### config.mk
export PLATFORM = sky130hd
export DESIGN_NAME = song_sequencer
export DESIGN_NICKNAME = d
export VERILOG_FILES = /design/src/rtl/song_sequencer.sv
export SDC_FILE = /design/constraint.sdc
export NUM_CORES = 1
export LEC_CHECK = 0
export CAP_MARGIN = 5
export CORE_MARGIN = 2
export CORE_UTILIZATION = 40
export CTS_CLUSTER_DIAMETER = 100
export DETAILED_ROUTE_END_ITERATION = 10
export PLACE_DENSITY = 0.82
export SETUP_SLACK_MARGIN = 0.5
export SKIP_CTS_REPAIR_TIMING = 1
export SLEW_MARGIN = 40
export SYNTH_ARGS = -nofsm -noshare
export SYNTH_HDL_FRONTEND = slang
export SYNTH_SLANG_ARGS = --single-unit
### constraint.sdc
create_clock -name clk -period 3.55 [get_ports clk]
set_input_delay 0.71 -clock clk [delete_from_list [all_inputs] [get_ports clk]]
set_output_delay 0.71 -clock clk [all_outputs]
set_load 0.03 [all_outputs]
### src/rtl/song_sequencer.sv
// Song reader: walks one song of a multi-song note ROM and hands {note, duration}
// to the note player, with configurable ROM latency, loop, pause and song restart.
module song_sequencer #(
    parameter int SONG_BITS   = 2,
    parameter int IDX_BITS    = 5,
    parameter int NOTE_W      = 6,
    parameter int DUR_W       = 6,
    parameter int ROM_LATENCY = 1
) (
    input  logic                          clk,
    input  logic                          reset,
    input  logic                          play,
    input  logic [SONG_BITS-1:0]          song,
    input  logic                          loop,
    input  logic                          note_done,
    output logic [SONG_BITS+IDX_BITS-1:0] rom_addr,
    input  logic [NOTE_W+DUR_W-1:0]       rom_data,
    output logic [NOTE_W-1:0]             note,
    output logic [DUR_W-1:0]              duration,
    output logic                          new_note,
    output logic                          song_done,
    output logic [IDX_BITS-1:0]           note_idx
);

    localparam int                LAT_W    = (ROM_LATENCY > 1) ? $clog2(ROM_LATENCY) : 1;
    localparam logic [LAT_W-1:0]  LAT_LAST = LAT_W'(ROM_LATENCY - 1);
    localparam logic [IDX_BITS-1:0] IDX_LAST = '1;

    typedef struct packed {
        logic [NOTE_W-1:0] note;
        logic [DUR_W-1:0]  dur;
    } entry_t;

    typedef enum logic [2:0] {
        S_IDLE,
        S_FETCH,
        S_ISSUE,
        S_WAIT,
        S_END,
        S_STOPPED
    } state_t;

    state_t                state, state_nxt;
    entry_t                rom_entry;
    logic [SONG_BITS-1:0]  song_q, song_q_nxt;
    logic [IDX_BITS-1:0]   idx, idx_nxt;
    logic [LAT_W-1:0]      lat_cnt, lat_nxt;
    logic                  song_chg;
    logic                  restart;
    logic                  idx_inc;
    logic                  lat_inc;
    logic                  latch_entry;

    assign rom_entry = rom_data;
    assign song_chg  = (song != song_q);

    always_ff @(posedge clk) begin
        if (reset) state <= S_IDLE;
        else       state <= state_nxt;
    end

    // Nothing advances while paused; a song change aborts from any active state.
    always_comb begin
        state_nxt   = state;
        restart     = 1'b0;
        idx_inc     = 1'b0;
        lat_inc     = 1'b0;
        latch_entry = 1'b0;
        if (play) begin
            if (song_chg && state != S_IDLE) begin
                state_nxt = S_FETCH;
                restart   = 1'b1;
            end else begin
                case (state)
                    S_IDLE: begin
                        state_nxt = S_FETCH;
                        restart   = 1'b1;
                    end
                    S_FETCH: begin
                        if (lat_cnt == LAT_LAST) begin
                            if (rom_entry.dur == '0) begin
                                state_nxt = S_END;
                            end else begin
                                state_nxt   = S_ISSUE;
                                latch_entry = 1'b1;
                            end
                        end else begin
                            lat_inc = 1'b1;
                        end
                    end
                    S_ISSUE: state_nxt = S_WAIT;
                    S_WAIT: begin
                        if (note_done) begin
                            if (idx == IDX_LAST) begin
                                state_nxt = S_END;
                            end else begin
                                state_nxt = S_FETCH;
                                idx_inc   = 1'b1;
                            end
                        end
                    end
                    S_END: begin
                        if (loop) begin
                            state_nxt = S_FETCH;
                            restart   = 1'b1;
                        end else begin
                            state_nxt = S_STOPPED;
                        end
                    end
                    S_STOPPED: state_nxt = S_STOPPED;
                    default:   state_nxt = S_IDLE;
                endcase
            end
        end
    end

    always_comb begin
        new_note  = 1'b0;
        song_done = 1'b0;
        if (!reset && play && !song_chg) begin
            new_note  = (state == S_ISSUE);
            song_done = (state == S_END);
        end
    end

    always_comb begin
        song_q_nxt = song_q;
        idx_nxt    = idx;
        lat_nxt    = lat_cnt;
        if (restart) begin
            song_q_nxt = song;
            idx_nxt    = '0;
            lat_nxt    = '0;
        end else if (idx_inc) begin
            idx_nxt = idx + IDX_BITS'(1);
            lat_nxt = '0;
        end else if (lat_inc) begin
            lat_nxt = lat_cnt + LAT_W'(1);
        end
    end

    // rom_addr is loaded from the same next values as song_q/idx so it always mirrors them.
    always_ff @(posedge clk) begin
        if (reset) begin
            song_q   <= song;
            idx      <= '0;
            lat_cnt  <= '0;
            rom_addr <= {song, {IDX_BITS{1'b0}}};
            note     <= '0;
            duration <= '0;
            note_idx <= '0;
        end else begin
            song_q   <= song_q_nxt;
            idx      <= idx_nxt;
            lat_cnt  <= lat_nxt;
            rom_addr <= {song_q_nxt, idx_nxt};
            if (latch_entry) begin
                note     <= rom_entry.note;
                duration <= rom_entry.dur;
                note_idx <= idx;
            end
        end
    end

endmodule

Word level (Yosys, flattened, before mapping):

Cells that the tools add are included.

* flip-flop bits (word level): 30

* eq/ne operators: 9
* muxes and demuxes: 32
* reduce and logical (&&, ||, !) cells: 10
* $add $sub $neg: 2

Operators with widths (number)
* $mux 1: 19
* $mux 3: 6
* $pmux 3 s6: 1
* $mux 5: 2
* $mux 7: 1
* $eq 3x2->1 const B: 2
* $eq 3x3->1 const B: 2
* $logic_not 6->1: 1
* $ne 3x3->1 const B: 2
* $add 5x1->5 const B: 1
* $eq 5x5->1 const B: 1
* $mux 2: 2
* $eq 3x1->1 const B: 1
* $logic_and 1x1->1: 3
* $logic_not 3->1: 1
* $reduce_and 3->1: 1
* $reduce_bool 3->1: 1
* $reduce_or 3->1: 1
* $logic_not 1->1: 2
* $ne 2x2->1: 1
* $pmux 1 s2: 1
* $add 1x1->1 const B: 1

Depth between registers and ports, before layout:

Gate-level depths: netlist (run 1).

* depth in word-level cells: 9
* depth in mapped cells: 8
* gate-level depth less buffers: 7

Worst setup path after synthesis (run 1):

No wires, ideal clock.

* path type: in2out
* from: input song[1]
* to: output new_note
* cell stages on the path: 4
* path slack: 0.590 ns
* arrival: 2.250 ns
* cells stage by stage: xor2_1 > or3_4 > or3_1 > nor3_1

* longest elaborated chain between the ends: 4

Ends and longest elaborated chain
* from (decl): RTL line 13 `input logic [SONG_BITS-1:0] song,`
* $ne 2x2->1: RTL line 55 `assign song_chg = (song != song_q);`
* $logic_not 1->1: RTL line 120 `if (!reset && play && !song_chg) begin`
* $logic_and 1x1->1: RTL line 120
* $mux 1: RTL line 120
* to (decl): RTL line 20 `output logic new_note,`

No other way between the ends.

Worst setup path in the final report (run 1):

Same ends and word-level chain as after synthesis.

==> impl_results.md, run 1 <==
* Status: finished, final reports clean
* Crit Path Max Fanout at 4
* Final-report setup violation count at 0
* Gate Count Post-Synth at 148
* Final wirelength at 3190 µm
* Worst-Margin Slew at 709 ps
* Syn Area/Cell at 9.59 µm²
* CTS Buffer Depth at 2
* Final Max Slew Viols at 0
* Fin crit period at 2810 ps
* Layout net count at 213
* Worst Path Arrival at 2100 ps
* CP Class: input port to output port
* First-pass GRT wire length at 5270 µm
* Fill cells at 321
* Vias/cell at 5.02
* Htree depth at 1
* Cell Pwr Density at 315 mW/mm²
* Die Y at 63.6 µm
* Num CTS Buffers at 3
* Rel. slew slack at 52.4%
* DRC at 0
* WL/cell at 13.5 µm
* Rows at 21
* Fin crit share at 79.3%
* Die area at 0.00404 mm²
* Max cap viols at 0
* Pre-CTS setup slack at 408 ps
* Commonest non-fill, non-tap cells in the layout: clkdlybuf4s50_1 (39), nand2b_1 (38), dfxtp_1 (26), mux2i_1 (19)
* Root buffer cell: clkbuf_4
* Gpl congestion at 0.811
* Peak Freq at 355 MHz
* # IOs at 45
* Worst Path Required at 2840 ps
* Total core area at 0.00336 mm²
* Dpl cells at 231
* Peak supply drop at 0.000186 V
* # diodes at 0
* Final Core Density at 58.4%
* Area growth syn-to-layout at 38.5%
* FF+latch count, synth at 28
* Critical Path End Type: output port
* Global Route Usage Sum at 16.2%
* Reg clk slew, reported paths at 140 ps
* Layout cells sized above 1 at 8.90%
* Initial antenna violation count at 0
* Post-DP HPWL at 2290 µm
* Clock Skew at 6.16 ps
* Starting DRC count in detailed routing at 74
* Gr ovfl total at 0
* DR vias at 1,190
* Vias in the first global route at 1,173
* RSZ-0062 raised after global routing: false
* Most common cell after layout, fill and taps aside: clkdlybuf4s50_1
* Fin. Hold Viols at 0
* Static Leakage at 0.000695 µW
* Largest net degree at the start of global routing at 41
* Sequential share of the synthesized area at 40.9%
* Starting density of the core at 42.2%
* CTS tree: done
* Count of different cell masters after synthesis at 40
* Min setup slack post-route at 736 ps
* Syn Nets at 169
* Antenna viol nets, final at 0
* Final Non-Filler Cells at 237
* Synth warnings at 0
* Clock latency on the worst-skew pair at 320 ps
* Clock Sink Count at 28
* Die Wd at 63.6 µm
* Pre-antenna DRT Iters at 4
* Cell area after synthesis at 0.00142 mm²
* Final Power at 618 µW
* Post-Route Setup TNS at 0 ps
* Buffers added on ports at 44
* Crit start category: input port
* Tightest Hold Check Type: flip-flop to flip-flop
state kept, by name, summed over array words and instances, names as in the netlist, named ones only:
name      count
note          6
note_idx      5
duration      6
idx           5
state         3
lat_cnt       1
synthesized netlist by cell type:
cell type	number	area, µm²
inv_1	4	15.0
buf_12	1	20.0
dfxtp_1	26	521
buf_4	1	7.51
or4_1	3	22.5
nor3_1	2	10.0
a2111oi_0	1	8.76
a21oi_1	3	15.0
and3_1	1	6.26
nor3_2	1	10.0
clkbuf_1	4	15.0
a21o_1	1	7.51
inv_2	1	3.75
nand4b_1	1	8.76
nor4_1	1	6.26
xor2_1	3	26.3
and2_1	2	12.5
nor2_1	6	22.5
o21a_1	1	7.51
ha_1	2	25.0
a311o_1	1	10.0
nand2_1	2	7.51
edfxtp_1	2	60.1
a41oi_1	1	8.76
nand4bb_1	1	11.3
nand3_1	1	5.00
o31ai_1	2	15.0
a31oi_1	1	6.26
clkbuf_2	1	5.00
mux2i_1	19	190
nand2b_1	38	238
o221ai_1	1	8.76
o41ai_1	1	8.76
o21ai_1	1	5.00
or3_4	1	11.3
nand3b_1	1	7.51
o21ai_0	3	15.0
buf_2	2	10.0
or3_1	3	18.8
or2_1	1	6.26
metrics by stage:
| stage | hold WS, ps | instance area (µm²) |
|---|---|---|
| 5_1_grt | 475 | 1970 |
| 3_3_place_gp | 419 | 1880 |
| 2_1_floorplan | 410 | 1420 |
| 4_1_cts | 447 | 1920 |
| 3_5_place_dp | 420 | 1880 |
| 6_report | 440 | 1970 |
final cells by class:
type | count | area [µm²] | share of cell area (%)
Multi-Input combinational cell | 106 | 788 | 40.1
Sequential cell | 28 | 581 | 29.5
Timing Repair Buffer | 48 | 473 | 24.1
Tap cell | 46 | 57.6 | 2.93
Clock buffer | 4 | 47.5 | 2.42
Inverter | 5 | 18.8 | 0.955
per-layer routing:
metal	vias up	wire (µm)	part of all wire, %	global-route usage [%]
met5	-	0	0	0
met4	0	25	0.78	5.71
li1	595	-	-	-
met3	2	107	3.4	2.14
met1	563	1380	43	19.8
met2	30	1680	53	28.9
critical path, cell delays in order:
cell and delay (ps):
dlymetal6s2s_1 160, xor2_2 180, or3_4 420, or3_1 350
nor3_2 110, buf_4 180
final timing paths:
path / startpoint / endpoint / slack, ps / cells after the start
worst min register to register: lat_cnt / lat_cnt / 440 / 2
worst max-delay path: song[1] / new_note / 740 / 6
worst min-delay path: lat_cnt / lat_cnt / 440 / 2
worst max register to register: idx[0] / idx[3] / 1140 / 7
power breakdown:
part	internal [µW]	switching (µW)
clock	86.0	92.1
sequential	327	7.94
combinational	54.9	50.4
total	468	150
cell families after synthesis:
family	count (synthesis)	synth area share, %
buffers and inverters	14	5.38
AOI/OAI and AO/OA	17	8.20
DFF	28	40.9
and+or+nand+nor	65	28.5
adders and majority gates	2	1.76
muxes	19	13.4
xor gates and xnor gates	3	1.85
(Power assumes the default switching activity.)
==> inputs of run 2 (changes only) <==
==> constraint.sdc (replaced) <==
create_clock -name clk -period 2.66 [get_ports clk]
set_input_delay 0.532 -clock clk [delete_from_list [all_inputs] [get_ports clk]]
set_output_delay 0.532 -clock clk [all_outputs]
set_load 0.03 [all_outputs]
==> impl_results.md, run 2 (synthesis gave the netlist of run 1 again) <==
* Htree depth at 1 (unchanged)
* Reg clk slew, reported paths at 140 ps (about the same)
* Hold Path End: lat_cnt
* Reg-to-reg setup timing slack at 410 ps (-730 ps)
* Reg2reg path depth at 7 (unchanged)
* Clock Sink Count at 28 (unchanged)
* Vias/cell at 4.99 (-0.67%)
* Final-report setup violation count at 0 (unchanged)
* Layout cells sized above 1 at 14.7% (+5.8 points)
* Largest net degree at the start of global routing at 41 (unchanged)
* Die Y at 63.6 µm (unchanged)
* Gpl congestion at 0.810 (-0.14%)
* Static Leakage at 0.000725 µW (+4.4%)
* CTS tree: done
* Die Wd at 63.6 µm (unchanged)
* Worst Path Required at 2130 ps (-710 ps)
* Area growth syn-to-layout at 45.9%
* Peak Freq at 390 MHz
* Footprint of the multi-input gates at 831 µm² (+5.4%)
* DRC at 0 (unchanged)
* Crit start category: flip-flop
* Fill cells at 297 (-7.5%)
* Vias in the first global route at 1,236 (+5.4%)
* Critical Path End Type: output port
* # diodes at 0 (unchanged)
* Status: finished, final reports clean
* Clock Skew at 2.44 ps (-3.71 ps)
* Fin crit share at 96.5%
* Initial antenna violation count at 0 (unchanged)
* Worst-Margin Slew at 435 ps (-274 ps)
* RSZ-0062 raised after global routing: true
* Pre-CTS setup slack at -63.0 ps (-471 ps)
* Hold_ws at 440 ps (+0.264 ps)
* CP Class: flip-flop to output port
* Number of cells on the worst hold path at 2 (unchanged)
* WL/cell at 12.9 µm (-4.5%)
* Starting DRC count in detailed routing at 48 (-35%)
* Total core area at 0.00336 mm² (unchanged)
* Peak supply drop at 0.000216 V (+16%)
* Cell Pwr Density at 419 mW/mm² (+33%)
* Num CTS Buffers at 3 (unchanged)
* DR vias at 1,212 (+1.8%)
* Global Route Usage Sum at 15.4% (-0.81 points)
* First-pass GRT wire length at 5140 µm (-2.5%)
* Rel. slew slack at 70.3% (+18 points)
* Layout net count at 219 (+2.8%)
* Min setup slack post-route at 93.6 ps (-642 ps)
* R2R Path End: idx[2]
* CTS Buffer Depth at 2 (unchanged)
* Fin crit period at 2570 ps
* Max cap viols at 0 (unchanged)
* Most common cell after layout, fill and taps aside: clkdlybuf4s50_1
* Fin. Hold Viols at 0 (unchanged)
* # IOs at 45 (unchanged)
* Tightest Hold Check Type: flip-flop to flip-flop
* Antenna viol nets, final at 0 (unchanged)
* Worst hold start: lat_cnt
* Clock latency on the worst-skew pair at 320 ps (about the same)
* Root buffer cell: clkbuf_4
* Die area at 0.00404 mm² (unchanged)
* Rows at 21 (unchanged)
* Final wirelength at 3130 µm (-2.1%)
* Buffers added on ports at 44 (unchanged)
* Starting density of the core at 42.2% (unchanged)
* Pre-antenna DRT Iters at 5 (+1)
* Commonest non-fill, non-tap cells in the layout: clkdlybuf4s50_1 (39), nand2b_1 (38), dfxtp_1 (24), mux2i_1 (19), buf_4 (9)
* RR Startpoint: idx[1]
* Worst Path Arrival at 2030 ps (-70 ps)
* Biggest regs: duration: 6 flops, note: 6 flops
* Final Max Slew Viols at 0 (unchanged)
* Post-DP HPWL at 2290 µm (+0.40%)
* Storage element area at 588 µm² (+1.3%)
* Gr ovfl total at 0 (unchanged)
* Crit Path Max Fanout at 4 (unchanged)
==> run 2: per-stage QoR <==
step	setup TNS, ps	instance area [µm²]	utilization [%]	instances	power [µW]
after floorplan	0	1470	-	148	531
after global placement	-34.6	1970	58.5	237	593
after detailed placement	-99.5	1970	58.5	237	597
after CTS	-101	2020	60.0	241	870
after global routing	0	2070	61.6	243	903
final	0	2070	61.6	243	868
==> run 2: area by class of cell <==
type | instances | share of cell area (%)
clock buffer | 3 | 1.09
inverter | 5 | 0.906
clock inverter | 1 | 1.45
tap | 46 | 2.78
timing repair buffer | 54 | 25.3
sequential | 28 | 28.4
multi-input combinational | 106 | 40.1
==> run 2: per-layer routing <==
metal  vias to the layer above  global-route usage, %  part of all wire [%]
met5                         -                      0                     0
met2                        37                   29.6                    52
met1                       569                   17.1                    42
met4                         0                   4.35                  0.32
li1                        604                      -                     -
met3                         2                   2.68                   4.9
==> run 2: worst max-delay path by stage <==
stage               end  cells past startpoint
2_1_floorplan  new_note                      4
3_3_place_gp   new_note                      6
3_5_place_dp   new_note                      6
4_1_cts        new_note                      6
5_1_grt        new_note                      5
6_report       new_note                      5
==> run 2: where the power goes <==
part,switching [µW],internal (µW)
Clock,119,152
Sequential,11.3,434
Combinational,71.3,79.7
Total,202,666
==> run 2: critical path, stage by stage, from the launching register on <==
cell and delay [ps]:
edfxtp_1 470, xor2_2 220, or3_4 380, or3_4 370, nor3_4 130, buf_6 150
==> inputs of run 3 (changes only) <==
--- a/config.mk
+++ b/config.mk
@@ -6,7 +6,7 @@
 export NUM_CORES = 1
 export LEC_CHECK = 0
 export CAP_MARGIN = 5
-export CORE_MARGIN = 2
+export CORE_MARGIN = 3
 export CORE_UTILIZATION = 40
 export CTS_CLUSTER_DIAMETER = 100
 export DETAILED_ROUTE_END_ITERATION = 10
==> impl_results.md, run 3 (synthesis gave the netlist of run 1 again) <==
* Reg2reg path depth at 7 (unchanged)
* Number of cells on the worst hold path at 2 (unchanged)
* Worst Path Required at 2130 ps (about the same)
* Clock latency on the worst-skew pair at 330 ps (about the same)
* Dpl cells at 237 (unchanged)
* Cell Pwr Density at 398 mW/mm² (-5.1%)
* Fin crit share at 96.8% (+0.28 points)
* Max cap viols at 0 (unchanged)
* Vias/cell at 5.06 (+1.5%)
* Final Max Slew Viols at 0 (unchanged)
* Post-Route Setup TNS at 0 ps (unchanged)
* Largest net degree at the start of global routing at 41 (unchanged)
* RSZ-0062 raised after global routing: true
* Num CTS Buffers at 3 (unchanged)
* Commonest non-fill, non-tap cells in the layout: clkdlybuf4s50_1 (39), nand2b_1 (38), dfxtp_1 (24), mux2i_1 (19), buf_4 (16)
* # diodes at 0 (unchanged)
* Footprint of the multi-input gates at 826 µm² (-0.60%)
* Rel. slew slack at 70.7% (+0.47 points)
* Total core area at 0.00320 mm² (-4.8%)
* Final-report setup violation count at 0 (unchanged)
* CP Class: flip-flop to output port
* Die Y at 65.6 µm (+3.1%)
* Slowest CP cell: edfxtp_1
* Critical Path Most Common Cell: or3_4
* Biggest regs: duration: 6 flops, note: 6 flops
* Final wirelength at 3270 µm (+4.4%)
* Cell Chain, Critical Path: xor2_1, or3_4, or3_4, buf_4, nor2_4, buf_6
* GR Layer Usage met2 at 27.3% (-2.3 points)
* Peak supply drop at 0.000328 V (+52%)
* Pre-antenna DRT Iters at 4 (-1)
* Crit start category: flip-flop
* Clock Sink Count at 28 (unchanged)
* Vias in the first global route at 1,229 (-0.57%)
* GR peak layer: met2
* Starting density of the core at 44.3% (+2.1 points)
* CTS tree: done
* DRC at 0 (unchanged)
* Gpl congestion at 0.864 (+6.7%)
* Fin crit period at 2570 ps (+7.49 ps)
* Tightest Hold Check Type: flip-flop to flip-flop
* Worst-Margin Slew at 428 ps (-6.81 ps)
* Crit Path Max Fanout at 2 (-2)
* Antenna viol nets, final at 0 (unchanged)
* Die area at 0.00430 mm² (+6.4%)
* Rows at 20 (-4.8%)
* WL/cell at 13.2 µm (+2.8%)
* First-pass GRT wire length at 5340 µm (+3.9%)
* M1 GR Usage at 18.2% (+1.2 points)
* Initial antenna violation count at 0 (unchanged)
* Critical Path End Type: output port
* Design area at 0.00211 mm² (+1.7%)
* Storage element area at 588 µm² (unchanged)
* Fill cells at 278 (-6.4%)
* Layout cells sized above 1 at 17.2% (+2.5 points)
* Reg clk slew, reported paths at 140 ps (about the same)
* Buffers added on ports at 44 (unchanged)
* Worst Path Buf+Inv at 2 (+1)
* Starting DRC count in detailed routing at 38 (-21%)
* Area growth syn-to-layout at 48.4%
* Met3 usage at 4.10% (+1.4 points)
* Post-DP HPWL at 2410 µm (+5.2%)
* Layout net count at 225 (+2.7%)
* Worst Path Arrival at 2040 ps (about the same)
* Peak Freq at 389 MHz (-0.29%)
* Fin. Hold Viols at 0 (unchanged)
* Global Route Usage Sum at 15.5% (+0.094 points)
* CTS Buffer Depth at 2 (unchanged)
* Root buffer cell: clkbuf_4
* Static Leakage at 0.000747 µW (+3.0%)
* CP Depth at 6 (+1)
* Gr ovfl total at 0 (unchanged)
* Status: finished, final reports clean
* Die Wd at 65.6 µm (+3.1%)
* DR vias at 1,251 (+3.2%)
* CP peak stage delay at 430 ps (-40 ps)
* Clock Skew at 7.09 ps (+4.64 ps)
* Final Non-Filler Cells at 247 (+1.6%)
* # IOs at 45 (unchanged)
* Family with the most delay on the worst path: simple AND/OR/NAND/NOR gates
* Htree depth at 1 (unchanged)
* Most common cell after layout, fill and taps aside: clkdlybuf4s50_1
* Area post-placement at 0.00198 mm² (+0.64%)
[run 3: worst register-to-register path, delay by kind of cell (launching register included)]
| family | cells | cell delay [ps] |
|---|---|---|
| simple gates | 4 | 1230 |
| flops | 1 | 390 |
| compound gates | 1 | 150 |
| fa+ha+maj | 2 | 310 |
[run 3: worst paths after layout]
check | slack (ps) | startpoint | endpoint
worst max-delay path | 90 | flip-flop | song_done
worst min register to register | 440 | lat_cnt | lat_cnt
worst max register to register | 530 | idx[1] | idx[2]
worst min-delay path | 440 | lat_cnt | lat_cnt
[run 3: through the flow]
stage | setup WS [ps] | util (%) | hold slack, ps | total power (µW)
detailed placement | -40.7 | 61.8 | 425 | 605
global placement | -12.5 | 61.8 | 420 | 600
CTS | -41.3 | 63.3 | 446 | 842
global route | -6.21 | 65.7 | 458 | 878
floorplan | 318 | - | 410 | 531
finish | 86.1 | 65.7 | 444 | 838
[run 3: cell type report]
class                      instances  share of cell area (%)
clock buffer                       4                    2.26
timing repair buffer              60                    27.1
multi-input combinational        106                    39.2
inverter                           5                   0.891
tap                               44                    2.61
sequential                        28                    27.9
[run 3: metal layers]
metal	routed length [µm]	share of wire, %
met1	1420	44
met2	1600	49
met3	203	6.2
met4	42	1.3
met5	0	0
[run 3: report_power, final]
group / internal [µW] / switching, µW / total (µW)
Combinational: 87.3 / 72.0 / 159
Clock: 115 / 120 / 235
Sequential: 434 / 9.47 / 444
Total: 636 / 202 / 838
